`config.mk`:
```
export PLATFORM = sky130hd
export DESIGN_NAME = mem_access_unit
export DESIGN_NICKNAME = d
export VERILOG_FILES = /design/src/rtl/mem_pkg.sv /design/src/rtl/mem_timeout_counter.sv /design/src/rtl/mem_access_unit.sv
export SDC_FILE = /design/constraint.sdc
export NUM_CORES = 1
export LEC_CHECK = 0
export CORE_AREA = 3 3 182 184
export CTS_BUF_LIST = sky130_fd_sc_hd__clkbuf_16
export CTS_CLUSTER_SIZE = 30
export DETAILED_ROUTE_END_ITERATION = 10
export DIE_AREA = 0 0 185 187
export GPL_ROUTABILITY_DRIVEN = 0
export HOLD_SLACK_MARGIN = 0.02
export PLACE_DENSITY_LB_ADDON = 0.12
export REMOVE_ABC_BUFFERS = 1
export SYNTH_ARGS = -nofsm -noshare
export SYNTH_HDL_FRONTEND = slang
export SYNTH_SLANG_ARGS = --single-unit
```
`constraint.sdc`:
```
create_clock -name clk -period 2 [get_ports clk]
set_clock_uncertainty 0.15 [all_clocks]
set_input_delay 0.2 -clock clk [delete_from_list [all_inputs] [get_ports clk]]
set_output_delay 0.2 -clock clk [all_outputs]
set_load 0.005 [all_outputs]
```
`src/rtl/mem_pkg.sv`:
```
package mem_pkg;

  localparam int unsigned DEFAULT_DW       = 64;
  localparam int unsigned DEFAULT_MAX_WAIT = 16;
  localparam int unsigned REG_W            = 5;

  // Doubleword alignment: any set bit under this mask is a misaligned access.
  localparam logic [2:0] ALIGN_MASK = 3'b111;

  typedef enum logic [1:0] {
    S_IDLE,
    S_ACCESS,
    S_DONE,
    S_FAULT
  } state_e;

endpackage

```
`src/rtl/mem_timeout_counter.sv`:
```
// Counts ACCESS cycles without a memory acknowledge; done flags the last allowed cycle.
module mem_timeout_counter #(
  parameter int unsigned MAX_WAIT = 16
) (
  input  logic clk,
  input  logic reset,
  input  logic clear,
  input  logic enable,
  output logic done
);

  localparam int unsigned CW = (MAX_WAIT > 1) ? $clog2(MAX_WAIT) : 1;
  localparam logic [CW-1:0] LAST = CW'(MAX_WAIT - 1);

  logic [CW-1:0] cnt_q, cnt_d;

  // done fires during the MAX_WAIT-th un-acknowledged cycle, so the request
  // is dropped on the edge that ends that cycle.
  always_comb begin
    cnt_d = cnt_q;
    if (clear) begin
      cnt_d = '0;
    end else if (enable && (cnt_q != LAST)) begin
      cnt_d = cnt_q + CW'(1);
    end
  end

  assign done = enable && !clear && (cnt_q == LAST);

  always_ff @(posedge clk) begin
    if (!reset) begin
      cnt_q <= '0;
    end else begin
      cnt_q <= cnt_d;
    end
  end

endmodule

```
`src/rtl/mem_access_unit.sv`:
```
// MEM stage: pass-through for ALU ops, stalling handshake with data memory for loads/stores.
module mem_access_unit
  import mem_pkg::*;
#(
  parameter int unsigned MAX_WAIT = DEFAULT_MAX_WAIT,
  parameter int unsigned DW       = DEFAULT_DW
) (
  input  logic             clk,
  input  logic             reset,
  input  logic             memRead_MEM,
  input  logic             memWrite_MEM,
  input  logic             memToReg_MEM,
  input  logic             branchLink_MEM,
  input  logic             RegWrite_MEM,
  input  logic [REG_W-1:0] targetReg_MEM,
  input  logic [DW-1:0]    addr_MEM,
  input  logic [DW-1:0]    wdata_MEM,
  output logic             dm_req,
  output logic             dm_we,
  output logic [DW-1:0]    dm_addr,
  output logic [DW-1:0]    dm_wdata,
  input  logic             dm_ack,
  input  logic [DW-1:0]    dm_rdata,
  output logic             stall_MEM,
  output logic             valid_WB,
  output logic             RegWrite_WB,
  output logic             memToReg_WB,
  output logic             branchLink_WB,
  output logic [REG_W-1:0] targetReg_WB,
  output logic [DW-1:0]    result_WB,
  output logic [DW-1:0]    rdata_WB,
  output logic             fault_WB
);

  state_e state_q, state_d;

  // Operation latched on entry to ACCESS.
  logic             lat_rd_q, lat_rd_d;
  logic             lat_wr_q, lat_wr_d;
  logic             lat_m2r_q, lat_m2r_d;
  logic             lat_bl_q, lat_bl_d;
  logic             lat_rw_q, lat_rw_d;
  logic [REG_W-1:0] lat_tr_q, lat_tr_d;
  logic [DW-1:0]    lat_addr_q, lat_addr_d;
  logic [DW-1:0]    lat_wdata_q, lat_wdata_d;

  logic             dm_req_q, dm_req_d;
  logic             valid_q, valid_d;
  logic             fault_q, fault_d;
  logic             rw_q, rw_d;
  logic             m2r_q, m2r_d;
  logic             bl_q, bl_d;
  logic [REG_W-1:0] tr_q, tr_d;
  logic [DW-1:0]    result_q, result_d;
  logic [DW-1:0]    rdata_q, rdata_d;

  logic is_mem;
  logic bad_op;
  logic to_done;

  assign is_mem = memRead_MEM || memWrite_MEM;
  assign bad_op = (memRead_MEM && memWrite_MEM) || ((addr_MEM[2:0] & ALIGN_MASK) != 3'b000);

  mem_timeout_counter #(
    .MAX_WAIT(MAX_WAIT)
  ) u_timeout (
    .clk   (clk),
    .reset (reset),
    .clear (state_q != S_ACCESS),
    .enable((state_q == S_ACCESS) && !dm_ack),
    .done  (to_done)
  );

  always_comb begin
    state_d     = state_q;
    lat_rd_d    = lat_rd_q;
    lat_wr_d    = lat_wr_q;
    lat_m2r_d   = lat_m2r_q;
    lat_bl_d    = lat_bl_q;
    lat_rw_d    = lat_rw_q;
    lat_tr_d    = lat_tr_q;
    lat_addr_d  = lat_addr_q;
    lat_wdata_d = lat_wdata_q;
    dm_req_d    = 1'b0;
    valid_d     = 1'b0;
    fault_d     = 1'b0;
    rw_d        = rw_q;
    m2r_d       = m2r_q;
    bl_d        = bl_q;
    tr_d        = tr_q;
    result_d    = result_q;
    rdata_d     = rdata_q;

    unique case (state_q)
      S_IDLE: begin
        m2r_d    = memToReg_MEM;
        bl_d     = branchLink_MEM;
        tr_d     = targetReg_MEM;
        result_d = addr_MEM;
        if (!is_mem) begin
          valid_d = 1'b1;
          rw_d    = RegWrite_MEM;
        end else if (bad_op) begin
          state_d = S_FAULT;
          valid_d = 1'b1;
          fault_d = 1'b1;
          rw_d    = 1'b0;
        end else begin
          state_d     = S_ACCESS;
          dm_req_d    = 1'b1;
          lat_rd_d    = memRead_MEM;
          lat_wr_d    = memWrite_MEM;
          lat_m2r_d   = memToReg_MEM;
          lat_bl_d    = branchLink_MEM;
          lat_rw_d    = RegWrite_MEM;
          lat_tr_d    = targetReg_MEM;
          lat_addr_d  = addr_MEM;
          lat_wdata_d = wdata_MEM;
          // WB fields keep their old values until the access completes.
          m2r_d       = m2r_q;
          bl_d        = bl_q;
          tr_d        = tr_q;
          result_d    = result_q;
        end
      end
      S_ACCESS: begin
        if (dm_ack || to_done) begin
          valid_d  = 1'b1;
          m2r_d    = lat_m2r_q;
          bl_d     = lat_bl_q;
          tr_d     = lat_tr_q;
          result_d = lat_addr_q;
          if (dm_ack) begin
            state_d = S_DONE;
            rw_d    = lat_rw_q;
            if (lat_rd_q) begin
              rdata_d = dm_rdata;
            end
          end else begin
            state_d = S_FAULT;
            fault_d = 1'b1;
            rw_d    = 1'b0;
          end
        end else begin
          dm_req_d = 1'b1;
        end
      end
      S_DONE:  state_d = S_IDLE;
      S_FAULT: state_d = S_IDLE;
      default: state_d = S_IDLE;
    endcase
  end

  // State and all output registers; every register clears on reset.
  always_ff @(posedge clk) begin
    if (!reset) begin
      state_q     <= S_IDLE;
      lat_rd_q    <= 1'b0;
      lat_wr_q    <= 1'b0;
      lat_m2r_q   <= 1'b0;
      lat_bl_q    <= 1'b0;
      lat_rw_q    <= 1'b0;
      lat_tr_q    <= '0;
      lat_addr_q  <= '0;
      lat_wdata_q <= '0;
      dm_req_q    <= 1'b0;
      valid_q     <= 1'b0;
      fault_q     <= 1'b0;
      rw_q        <= 1'b0;
      m2r_q       <= 1'b0;
      bl_q        <= 1'b0;
      tr_q        <= '0;
      result_q    <= '0;
      rdata_q     <= '0;
    end else begin
      state_q     <= state_d;
      lat_rd_q    <= lat_rd_d;
      lat_wr_q    <= lat_wr_d;
      lat_m2r_q   <= lat_m2r_d;
      lat_bl_q    <= lat_bl_d;
      lat_rw_q    <= lat_rw_d;
      lat_tr_q    <= lat_tr_d;
      lat_addr_q  <= lat_addr_d;
      lat_wdata_q <= lat_wdata_d;
      dm_req_q    <= dm_req_d;
      valid_q     <= valid_d;
      fault_q     <= fault_d;
      rw_q        <= rw_d;
      m2r_q       <= m2r_d;
      bl_q        <= bl_d;
      tr_q        <= tr_d;
      result_q    <= result_d;
      rdata_q     <= rdata_d;
    end
  end

  assign stall_MEM = reset && (((state_q == S_IDLE) && is_mem) || (state_q == S_ACCESS));

  assign dm_req        = dm_req_q;
  assign dm_we         = dm_req_q && lat_wr_q;
  assign dm_addr       = lat_addr_q;
  assign dm_wdata      = lat_wdata_q;
  assign valid_WB      = valid_q;
  assign fault_WB      = fault_q;
  assign RegWrite_WB   = rw_q;
  assign memToReg_WB   = m2r_q;
  assign branchLink_WB = bl_q;
  assign targetReg_WB  = tr_q;
  assign result_WB     = result_q;
  assign rdata_WB      = rdata_q;

endmodule

```
---- Word-level counts from Yosys, hierarchy flattened ----
Index checks and enable logic that the tools add are counted.
operators by class
  add/subtract/negate cells ............... 1
  $mul .................................... 0
  div/mod/pow operators ................... 0
  order comparisons ....................... 0
  equal/unequal tests ..................... 9
  shift-type cells ........................ 0
  multiplexer cells ....................... 38
  bitwise operators ....................... 2
  reductions and logical operators ........ 23
operators by type and width
  kind                                                 count
  two-way mux 64 bit                                   3
  case mux 64 bit (2 select lines)                     1
  two-way mux 1 bit                                    20
  two-way mux 5 bit                                    3
  case mux 1 bit (2 select lines)                      6
  case mux 5 bit (2 select lines)                      1
  logical AND 1 bit                                    8
  two-way mux 2 bit                                    3
  case mux 2 bit (3 select lines)                      1
  AND reduction 3 bit                                  2
  adder 4 x 1 -> 4 bit, second input constant          1
  equality test 2 bit, second input constant           2
  equality test 4 bit, second input constant           1
  logical OR 1 bit                                     4
  != test 2 bit, second input constant                 2
  != test 4 bit, second input constant                 1
  AND reduction 4 bit                                  1
  OR reduction 2 bit                                   2
  != test 3 bit, second input constant                 1
  nonzero test 3 bit                                   1
  equality test 2 x 1 -> 1 bit, second input constant  1
  logical NOT 1 bit                                    2
  logical NOT 2 bit                                    1
  != test 2 x 1 -> 1 bit, second input constant        1
  3 further kinds                                      4
word-level totals
  register bits after elaboration ......... 283
  bits in latches ......................... 0
  bits in writable memories ............... 0
  ROM bits ................................ 0
  input bits .............................. 205
  output and inout bits ................... 269
  logic and storage cells ................. 92
  memories ................................ 0

---- Logic depth before layout (Yosys ltp) ----
Gate-level depths: netlist (run 1).
  word-level depth ........................ 7
  depth in mapped cells ................... 7
  gate-level depth less buffers ........... 4

---- Cells and area by module ----
A second synthesis (run 1) with hierarchy kept.
unflattened totals
  cells, all modules ...................... 1243
  area total of the unflattened synthesis .. 11210.8 um^2
modules (own cells, without submodules)
  module               instances  cells each  area each (um^2)
  mem_access_unit      1          1220        11016.8
  mem_timeout_counter  1          23          193.9

---- Worst setup path before layout (run 1) ----
No wires, ideal clock.
  path type ............................... register to register
  from .................................... register state_q[0]
  to ...................................... register lat_wdata_q[19], in the netlist dm_wdata[19]
  setup time .............................. 0.132 ns
  arrival time ............................ 1.589 ns
  data required time ...................... 1.718 ns
  setup slack ............................. 0.129 ns
  cell stages (with the launch flop) ...... 8
  path buffers ............................ 4
  clock period less this slack ............ 1.871 ns
  cells stage by stage .................... dfxtp_1 > buf_6 > or4_1 > buf_2 > buf_6 > buf_6 > o31ai_2 > a21oi_1
on the way
  word-level cells in the longest chain between the ends .. 2
ends and longest elaborated chain
  element                        RTL line                RTL
  start, declared                mem_access_unit.sv:35   state_e state_q, state_d;
  start signal, assigned         mem_access_unit.sv:176  state_q <= state_d;
  logical NOT 2 bit              mem_access_unit.sv:94   unique case (state_q)
  AND reduction 3 bit (no line)  -
  end signal, assigned           mem_access_unit.sv:184  lat_wdata_q <= lat_wdata_d;
  end, declared                  mem_access_unit.sv:45   logic [DW-1:0] lat_wdata_q, lat_wdata_d;
No other way between the ends.
A chain may end at the register's enable or synchronous reset.

---- Final worst setup path (run 1) ----
  from .................................... register state_q[0]
  to ...................................... register tr_q[1], in the netlist targetReg_WB[1]
on the way
  word-level cells in the longest chain between the ends .. 7
ends and longest elaborated chain
  element                                                                 RTL line                                                             RTL
  equality test 2 x 1 -> 1 bit or != test 2 x 1 -> 1 bit (tied branches)  mem_access_unit.sv:70, mem_access_unit.sv:94, mem_access_unit.sv:69
  logical AND 1 bit or logical NOT 1 bit (tied branches)                  mem_access_unit.sv:70, mem_timeout_counter.sv:28
  logical AND 1 bit (2 in a row)                                          mem_timeout_counter.sv:28                                            assign done = enable && !clear && (cnt_q == LAST);
  logical OR 1 bit                                                        mem_access_unit.sv:127                                               if (dm_ack || to_done) begin
  != test 2 bit (no line)                                                 -
  AND reduction 3 bit (no line)                                           -
  end signal, assigned                                                    mem_access_unit.sv:191                                               tr_q <= tr_d;
  end, declared                                                           mem_access_unit.sv:53                                                logic [REG_W-1:0] tr_q, tr_d;
Parallel ways exist; a longest one is shown, timed or not.

==> metrics.txt, run 1 <==
pre-CTS WS -0.255 ns; Slew Limit Fails 0; CP Class register to register; total power ~15 mW; most frequent cell after synthesis dfxtp_1; number of H-tree levels 2; post-synthesis area per instance 9.54 sq um; headroom to the max-slew limit around two thirds; Req. time, crit path about 2.2 ns; CORE AREA between 30,000 and 40,000 sq um; status completed; Skew-Pair Late Insertion Delay 0.50 ns; fin crit share roughly 96%; placed cells around 2,100; ys flop type dfxtp_1; FF-to-FF End targetReg_WB[1]; Horiz. Die Dim 185 um; top cells by area, synth dfxtp_1, nand4b_1, a21oi_1; largest net degree at the start of global routing around 120; Max Freq approximately 0.52 GHz; crit end category register; grt total ovfl 0; Post-synth top cells dfxtp_1, a21oi_1, nand4b_1; Hold Path End dm_addr[16]; VDD IR max just under 0.5 mV; minimum clock period between 1.5 and 2 ns; vias in the first global route between 10,000 and 15,000; startpoint type of the worst setup path register; Comb pwr share about a fifth; Fin Hold WS slightly below 0.09 ns; ys async rst share 0%; vias per cell around 5.8; DR WL/cell roughly 22 um; Sink Count roughly 280; final worst setup slack approximately 0.072 ns; Hold WC Path Type input port to register; P_sw approximately 4.0 mW; chip height between 150 and 200 um; critical path fanouts, max 20; die area between 30,000 and 40,000 sq um; Post-Syn Area 12,600 sq um; Cell Rows 65; PD cells 787 nW/um^2; share of cells above drive strength 1 between 10% and 20%; root buf cell clkbuf_16; post-synthesis sequential area ratio between 40% and 50%; worst path arrival time roughly 2.2 ns; Netlist cell types 40; final non-filler cell total between 2,000 and 2,500; reg2reg path depth 6; Clk pwr share roughly two fifths; Gate Count Post-Synth 1,316; worst slew pin tran 0.511 ns; worst reg2reg setup slack around 0.072 ns; Final setup viols 0; Max Cap Viol 0; First DRT Iteration DRCs a little under 800; IO Port Bufs 473; final core occ between 60% and 70%; Hold Path Depth 3; CTS buffer count 35; clk buf depth 3; post-route ant nets 0; DR pass1 iterations 5; via count about 12,000; LEAKAGE just under 7 nW; Yosys warning total 0; Initial Util 39.8%; share of the synthesized area in the top cell type a little under half; first-pass GRT wire length just over 70,000 um; Total Routing Usage GR between 20% and 30%; Hold Fails Final Rpt 0; #FFs+latches synth about 280; DRC viols 0; Final #Nets around 1,900; Power Internal 11.1 mW; # IOs between 400 and 500; Post-synth EDFFs 0; HPWL Detailed between 30,000 and 40,000 um; RSZ-0062 raised after global routing no; hold-fix buffer count after cts 0; min-delay src reset; clock transition at the registers of the reported paths approximately 0.06 ns; Reg power frac between 40% and 50%; worst r2r src state_q[0]; CTS tree built; Yosys top cell by area dfxtp_1; Area growth syn-to-layout 53.1%; initial antenna violation count 1; sw frac 26.4%; final wirelength roughly 47,000 um
## state kept, by name, indices dropped and copies added (netlist names), 2 cells and up
name and count:
dm_addr 64, dm_wdata 64, rdata_WB 64, result_WB 64, lat_tr_q 5, targetReg_WB 5, u_timeout.cnt_q 4, state_q 2
## cell usage in the layout (no fill, tap or decap), types with 2 or more instances in the layout
cell,n
nor3_1,3
buf_4,46
o21ai_0,2
clkinv_1,7
o221a_1,7
or3_1,2
a21oi_1,203
clkdlybuf4s50_1,471
and2_1,72
bufinv_16,2
buf_12,32
o31ai_1,84
nand3_1,2
nor2b_1,2
and3_1,5
a211o_1,72
nand4b_1,135
dfxtp_1,281
clkinv_2,8
nand2_1,130
nor2_1,3
clkbuf_16,39
o221a_2,65
inv_1,7
o31ai_2,52
## power by group through the flow
stage	clock [mW]	sequential, mW	combinational, mW
after CTS	6.24	6.08	2.93
final	6.08	6.08	2.97
after global placement	0	6.20	2.89
after floorplan	0	6.34	1.05
after global routing	6.47	6.11	3.15
after detailed placement	0	6.20	2.91
## repair_timing
item                                    4_1_cts  5_1_grt
gates resized for setup                       1        5
endpoints found under the setup margin        1       22
buffers inserted                              1        1
pin swaps                                     0        1
cloned                                        0        1
## worst max path at each step
| stage | from | endpoint | slack, ns | cells past startpoint |
|---|---|---|---|---|
| 5_1_grt | state_q[0] | result_WB[26] | 0.006 | 5 |
| 6_report | state_q[0] | targetReg_WB[1] | 0.07 | 6 |
| 3_3_place_gp | addr_MEM[0] | result_WB[11] | -0.25 | 6 |
| 3_5_place_dp | addr_MEM[0] | result_WB[25] | -0.25 | 6 |
| 4_1_cts | state_q[0] | result_WB[26] | 0.02 | 5 |
| 2_1_floorplan | state_q[0] | RegWrite_WB | -12.38 | 3 |
## metal layers
metal	GRT usage (%)	vias to the layer above	part of all wire, %
met2	42.5	487	48
met5	0	-	0
met1	31.5	6060	39
li1	-	5805	-
met4	9.38	0	3.5
met3	8.19	81	9.2
## final cells by class
type | instances | area, sq um
fill | 2665 | 12300
multi-input combinational | 856 | 6180
timing repair buffer | 553 | 5750
sequential | 283 | 5670
clock buffer | 38 | 951
tap | 402 | 503
clock inverter | 24 | 156
inverter | 3 | 16.3
antenna | 1 | 2.50
## critical path, cell delays in order (launching register included)
cell       delay [ns]
dfxtp_2          0.39
nor4_4           0.35
buf_4            0.21
a221oi_4         0.08
buf_12           0.16
clkbuf_16        0.19
o221a_2          0.28
## metrics by stage
step | cell area (sq um) | setup TNS (ns)
6_report | 19200 | 0
5_1_grt | 19200 | 0
4_1_cts | 19200 | 0
3_5_place_dp | 18000 | -40.36
3_3_place_gp | 18000 | -37.42
2_1_floorplan | 11800 | -2560.69
## kinds of logic after synthesis
group	count (synthesis)	synth area share, %
compound gates	492	30.4
xor+xnor	3	0.329
fa+ha+maj	1	0.0996
buf+inv	177	6.11
flops	283	45.1
simple gates	360	18.0
Note: power is estimated with default switching activity, not from simulation.
==> run 2, diff against run 1 <==
==> constraint.sdc (replaced) <==
create_clock -name clk -period 2.45 [get_ports clk]
set_clock_uncertainty 0.15 [all_clocks]
set_input_delay 0.245 -clock clk [delete_from_list [all_inputs] [get_ports clk]]
set_output_delay 0.245 -clock clk [all_outputs]
set_load 0.005 [all_outputs]
==> metrics.txt, run 2 (synthesis results as in run 1) <==
reg2reg path depth 4; initial antenna violation count 4; crit end category output port; CP Class register to output port; post-route ant nets 0; Final #Nets 1,895; Hold WC Path Type input port to register; final wirelength 46,600 um; minimum clock period 2.31 ns; Max Cap Viol 0; Final setup viols 0; DRC viols 0; P_sw about 3.1 mW; first-pass GRT wire length between 70,000 and 80,000 um; share of cells above drive strength 1 12.0%; Hold Path Depth 3; critical path fanouts, max 38; worst r2r src state_q[0]; Hold Fails Final Rpt 0; sw frac between 20% and 30%; root buf cell clkbuf_16; Top delay family on crit path buffers and inverters; status completed; worst slew pin tran roughly 0.72 ns; fill cell total of the finished layout 2,749; Hold Path End rdata_WB[63]; Horiz. Die Dim between 150 and 200 um; FF-to-FF End dm_wdata[4]; Slew Limit Fails 0; worst reg2reg setup slack ~0.45 ns; Sink Count about 280; First DRT Iteration DRCs about 800; # IOs about 470; headroom to the max-slew limit around half; Initial Util between 30% and 40%; Max Freq ~0.43 GHz; Worst Path Buf+Inv 2; VDD IR max about 0.53 mV; crit-path cells buf_12 -> nor3_2 -> nor2_1 -> clkdlybuf4s50_1; Reg power frac around 44%; Design Area, Final 18,600 sq um; chip height around 190 um; DR pass1 iterations 7; Area growth syn-to-layout 48.2%; Clk pwr share between 30 and 40%; PD cells between 600 and 700 nW/um^2; clk buf depth 3; largest net degree at the start of global routing between 150 and 200; LEAKAGE roughly 6.5 nW; clock transition at the registers of the reported paths about 0.060 ns; HPWL Detailed around 30,000 um; commonest non-fill, non-tap cell in the layout clkdlybuf4s50_1; min-delay src dm_rdata[63]; most frequent cells in the layout clkdlybuf4s50_1, dfxtp_1, a21oi_1; CORE AREA roughly 32,000 sq um; CTS tree built; startpoint type of the worst setup path register; # Post-CTS Setup Buffers 0; vias per cell approximately 5.8; vias in the first global route between 10,000 and 15,000; total placed instance area 17,700 sq um; fin crit share between 90 and 100%; number of H-tree levels 1; Cell Rows 65; via count around 12,000; Total Routing Usage GR between 20% and 30%; DR WL/cell around 22 um; die area between 30,000 and 40,000 sq um; Req. time, crit path roughly 2 ns; RSZ-0062 raised after global routing no; worst path arrival time 1.91 ns; slowest CP cell clkdlybuf4s50_1; grt total ovfl 0; Comb pwr share 20.1%; Fin Hold WS 0.0845 ns; Power Internal just over 8 mW; CTS buffer count 31; IO Port Bufs between 400 and 500; crit-path max cell delay just over 0.5 ns; Skew-Pair Late Insertion Delay around 0.55 ns
run 2: cell types whose count changed in the layout (fill, tap and decap cells not counted), sizes merged:
cell,previous run,this run
diode,1,2
bufbuf,0,1
clkdlybuf4s50,471,472
inv,9,15
buf,80,40
dlygate4sd3,0,1
clkbuf,39,31
dlygate4sd2,1,0
clkinv,15,9
bufinv,2,0
run 2: worst reg2reg max path, delay by kind of cell, from the launching register on:
kind / cells / cell delay (ns)
buffers and inverters: 1 / 0.23
DFF: 1 / 0.39
AOI/OAI and AO/OA: 2 / 0.50
and+or+nand+nor: 1 / 0.60
run 2: area by class of cell:
| cell class | count | area [sq um] | share of cell area, % |
|---|---|---|---|
| Tap cell | 402 | 503 | 2.70 |
| Clock inverter | 22 | 91.3 | 0.491 |
| Antenna cell | 2 | 5.00 | 0.0269 |
| Clock buffer | 31 | 776 | 4.17 |
| Multi-Input combinational cell | 856 | 6170 | 33.1 |
| Sequential cell | 283 | 5670 | 30.5 |
| Timing Repair Buffer | 514 | 5380 | 28.9 |
| Inverter | 3 | 16.3 | 0.0874 |
run 2: timing repair:
action / CTS / global route
hold endpoints to repair: 5 / 0
cloned: 1 / 0
gates resized for setup: 1 / 1
hold buffers: 1 / 0
endpoints found under the setup margin: 1 / 1
run 2: worst max-delay path by stage:
stage | slack (ns) | to | depth (start not counted) | from
2_1_floorplan | -11.93 | RegWrite_WB | 3 | state_q[0]
3_3_place_gp | 0.15 | stall_MEM | 5 | memWrite_MEM
3_5_place_dp | 0.14 | result_WB[45] | 6 | addr_MEM[0]
4_1_cts | 0.05 | stall_MEM | 4 | state_q[0]
5_1_grt | 0.05 | stall_MEM | 4 | state_q[0]
6_report | 0.14 | stall_MEM | 4 | state_q[0]
run 2: power by group through the flow:
stage | sequential, mW | combinational, mW | clock (mW)
global route | 4.99 | 2.43 | 4.41
detailed placement | 5.06 | 2.27 | 0
global placement | 5.05 | 2.26 | 0
finish | 4.96 | 2.29 | 4.14
CTS | 4.96 | 2.30 | 4.24
floorplan | 5.18 | 0.861 | 0
run 2: layer usage:
layer / GRT usage, % / vias to the layer above / share of wire [%]
met5: 0 / - / 0.047
met4: 8.05 / 4 / 3.6
met3: 8.52 / 82 / 9.1
met2: 43.4 / 429 / 49
met1: 29.9 / 5938 / 38
li1: - / 5726 / -
run 2: per-stage QoR:
stage                      TNS, ns  total power [mW]  util (%)  setup slack, ns  std cells
final                            0              11.4      59.0            0.141       2113
after global routing             0              11.8      59.0           0.0457       2113
after CTS                        0              11.5      58.9           0.0465       2111
after detailed placement         0              7.32      56.1            0.142       2056
after global placement           0              7.32      56.1            0.150       2056
after floorplan           -2432.93              6.04         -           -11.93       1142
==> run 3, diff against run 2 <==
--- a/config.mk
+++ b/config.mk
@@ -7,12 +7,12 @@
 export LEC_CHECK = 0
 export CORE_AREA = 3 3 182 184
 export CTS_BUF_LIST = sky130_fd_sc_hd__clkbuf_16
-export CTS_CLUSTER_SIZE = 30
+export CTS_CLUSTER_SIZE = 28
 export DETAILED_ROUTE_END_ITERATION = 10
 export DIE_AREA = 0 0 185 187
 export GPL_ROUTABILITY_DRIVEN = 0
 export HOLD_SLACK_MARGIN = 0.02
-export PLACE_DENSITY_LB_ADDON = 0.12
+export PLACE_DENSITY = 0.79
 export REMOVE_ABC_BUFFERS = 1
 export SYNTH_ARGS = -nofsm -noshare
 export SYNTH_HDL_FRONTEND = slang
==> metrics.txt, run 3 (synthesis results as in run 1) <==
status completed; Final #Nets between 1,500 and 2,000; Clk pwr share 37.0%; largest net degree at the start of global routing between 100 and 150; DR WL/cell roughly 21 um; worst r2r src state_q[0]; grt total ovfl 0; final core occ ~59%; placed cells slightly above 2,000; Worst Path Buf+Inv 1; clk buf depth 3; IO Port Bufs about 470; root buf cell clkbuf_16; final worst setup slack between 0.1 and 0.15 ns; Cell Rows 65; pre-CTS WS 0.0931 ns; LEAKAGE approximately 6.5 nW; vias per cell between 5 and 6; fin crit share a little over nine tenths; number of H-tree levels 1; Hold Path End rdata_WB[60]; Sink Count ~280; Reg power frac 43.3%; crit-path max cell delay 0.54 ns; final non-filler cell total between 2,000 and 2,500; DR pass1 iterations 5; # IOs 474; Total Routing Usage GR about a quarter; sw frac between 20% and 30%; Slew Limit Fails 0; Horiz. Die Dim 185 um; Hold Path Depth 3; Reg area about 5700 sq um; reg2reg path depth 4; CTS buffer count 31; via count ~12,000; minimum clock period ~2.3 ns; diode count 0; VDD IR max 0.571 mV; CORE AREA around 32,000 sq um; FF-to-FF End dm_wdata[15]; PD cells ~620 nW/um^2; RSZ-0062 raised after global routing no; DRC viols 0; worst slew pin tran 0.644 ns; first-pass GRT wire length between 60,000 and 70,000 um; Area growth syn-to-layout 48.8%; headroom to the max-slew limit between 50% and 60%; CTS tree built; Req. time, crit path 2.06 ns; Worst Setup SP state_q[1]; die area between 30,000 and 40,000 sq um; slowest CP cell clkdlybuf4s50_1; Power Internal ~8.4 mW; startpoint type of the worst setup path register; fill cell total of the finished layout approximately 2,700; First DRT Iteration DRCs 840; Hold WC Path Type input port to register; Final setup viols 0; post-route ant nets 0; most frequent cells in the layout clkdlybuf4s50_1, dfxtp_1, a21oi_1; Initial Util around two fifths; chip height around 190 um; Max Cap Viol 0; vias in the first global route ~12,000; Comb pwr share about 20%; critical path fanouts, max 22; CP Class register to output port; commonest non-fill, non-tap cell in the layout clkdlybuf4s50_1; Skew-Pair Late Insertion Delay 0.56 ns; crit end category output port; Levels on crit path 3; initial antenna violation count 1; worst reg2reg setup slack 0.34 ns; clock transition at the registers of the reported paths about 0.060 ns; multi-input logic area roughly 6200 sq um; worst path arrival time around 1.9 ns; share of cells above drive strength 1 about 13%; Hold Fails Final Rpt 0; final wirelength between 40,000 and 50,000 um; HPWL Detailed ~31,000 um; crit-path cells nand2b_1 -> nor2_1 -> clkdlybuf4s50_1; P_sw 3.13 mW; Top delay family on crit path buffers and inverters; min-delay src dm_rdata[60]; Max Freq 0.433 GHz
==> run 3: cell types whose count changed in the layout (fill, tap and decap cells not counted), sizes merged <==
cell	previous run	this run
bufbuf	1	0
bufinv	0	1
diode	2	0
inv	15	10
clkinvlp	1	0
buf	40	52
clkinv	9	18
==> run 3: worst register-to-register path: stages (launching register included) <==
cell and delay (ns):
dfxtp_2 0.40, or4_4 0.70, buf_12 0.24, o31ai_1 0.38, a21oi_1 0.10
==> run 3: layout make-up <==
class	count	share of cell area [%]
flip-flops and latches	283	30.3
repair buffers	525	29.0
well taps	402	2.69
inverters	3	0.0871
clock inverters	26	0.737
multi-input cells	856	33.0
clock buffers	31	4.15
==> run 3: how the worst max path moves through the flow <==
stage	end	slack [ns]
CTS	stall_MEM	0.05
global placement	dm_addr[35]	0.16
finish	stall_MEM	0.14
floorplan	RegWrite_WB	-11.93
global route	stall_MEM	0.08
detailed placement	stall_MEM	0.09
==> run 3: timing repair <==
action                                  in CTS  in global routing
buffers inserted                             0                  1
resized for setup                            0                  1
hold buffers                                 1                  0
endpoints found under the setup margin       0                  1
hold endpoints to repair                     1                  0
==> run 3: power by group through the flow <==
stage               Clock, mW  Combinational (mW)  Sequential [mW]
CTS                      4.38                2.26             4.99
global route             4.54                2.40             5.01
floorplan                   0               0.861             5.18
finish                   4.26                2.27             4.99
global placement            0                2.21             5.08
detailed placement          0                2.24             5.09
==> run 3: metal layers <==
layer  GRT usage, %  wire length (um)
met5              0                 0
met2           41.5             21800
met1           28.7             17300
met4           9.67              1970
met3           7.58              4300
==> run 3: through the flow <==
stage / area, sq um / TNS, ns / power (mW) / hold slack, ns
final: 18700 / 0 / 11.5 / 0.0833
after global routing: 18700 / 0 / 11.9 / 0.0727
after CTS: 18700 / 0 / 11.6 / 0.0509
after detailed placement: 17700 / 0 / 7.33 / 0.296
after global placement: 17700 / 0 / 7.30 / 0.291
after floorplan: 11800 / -2432.93 / 6.04 / 0.199
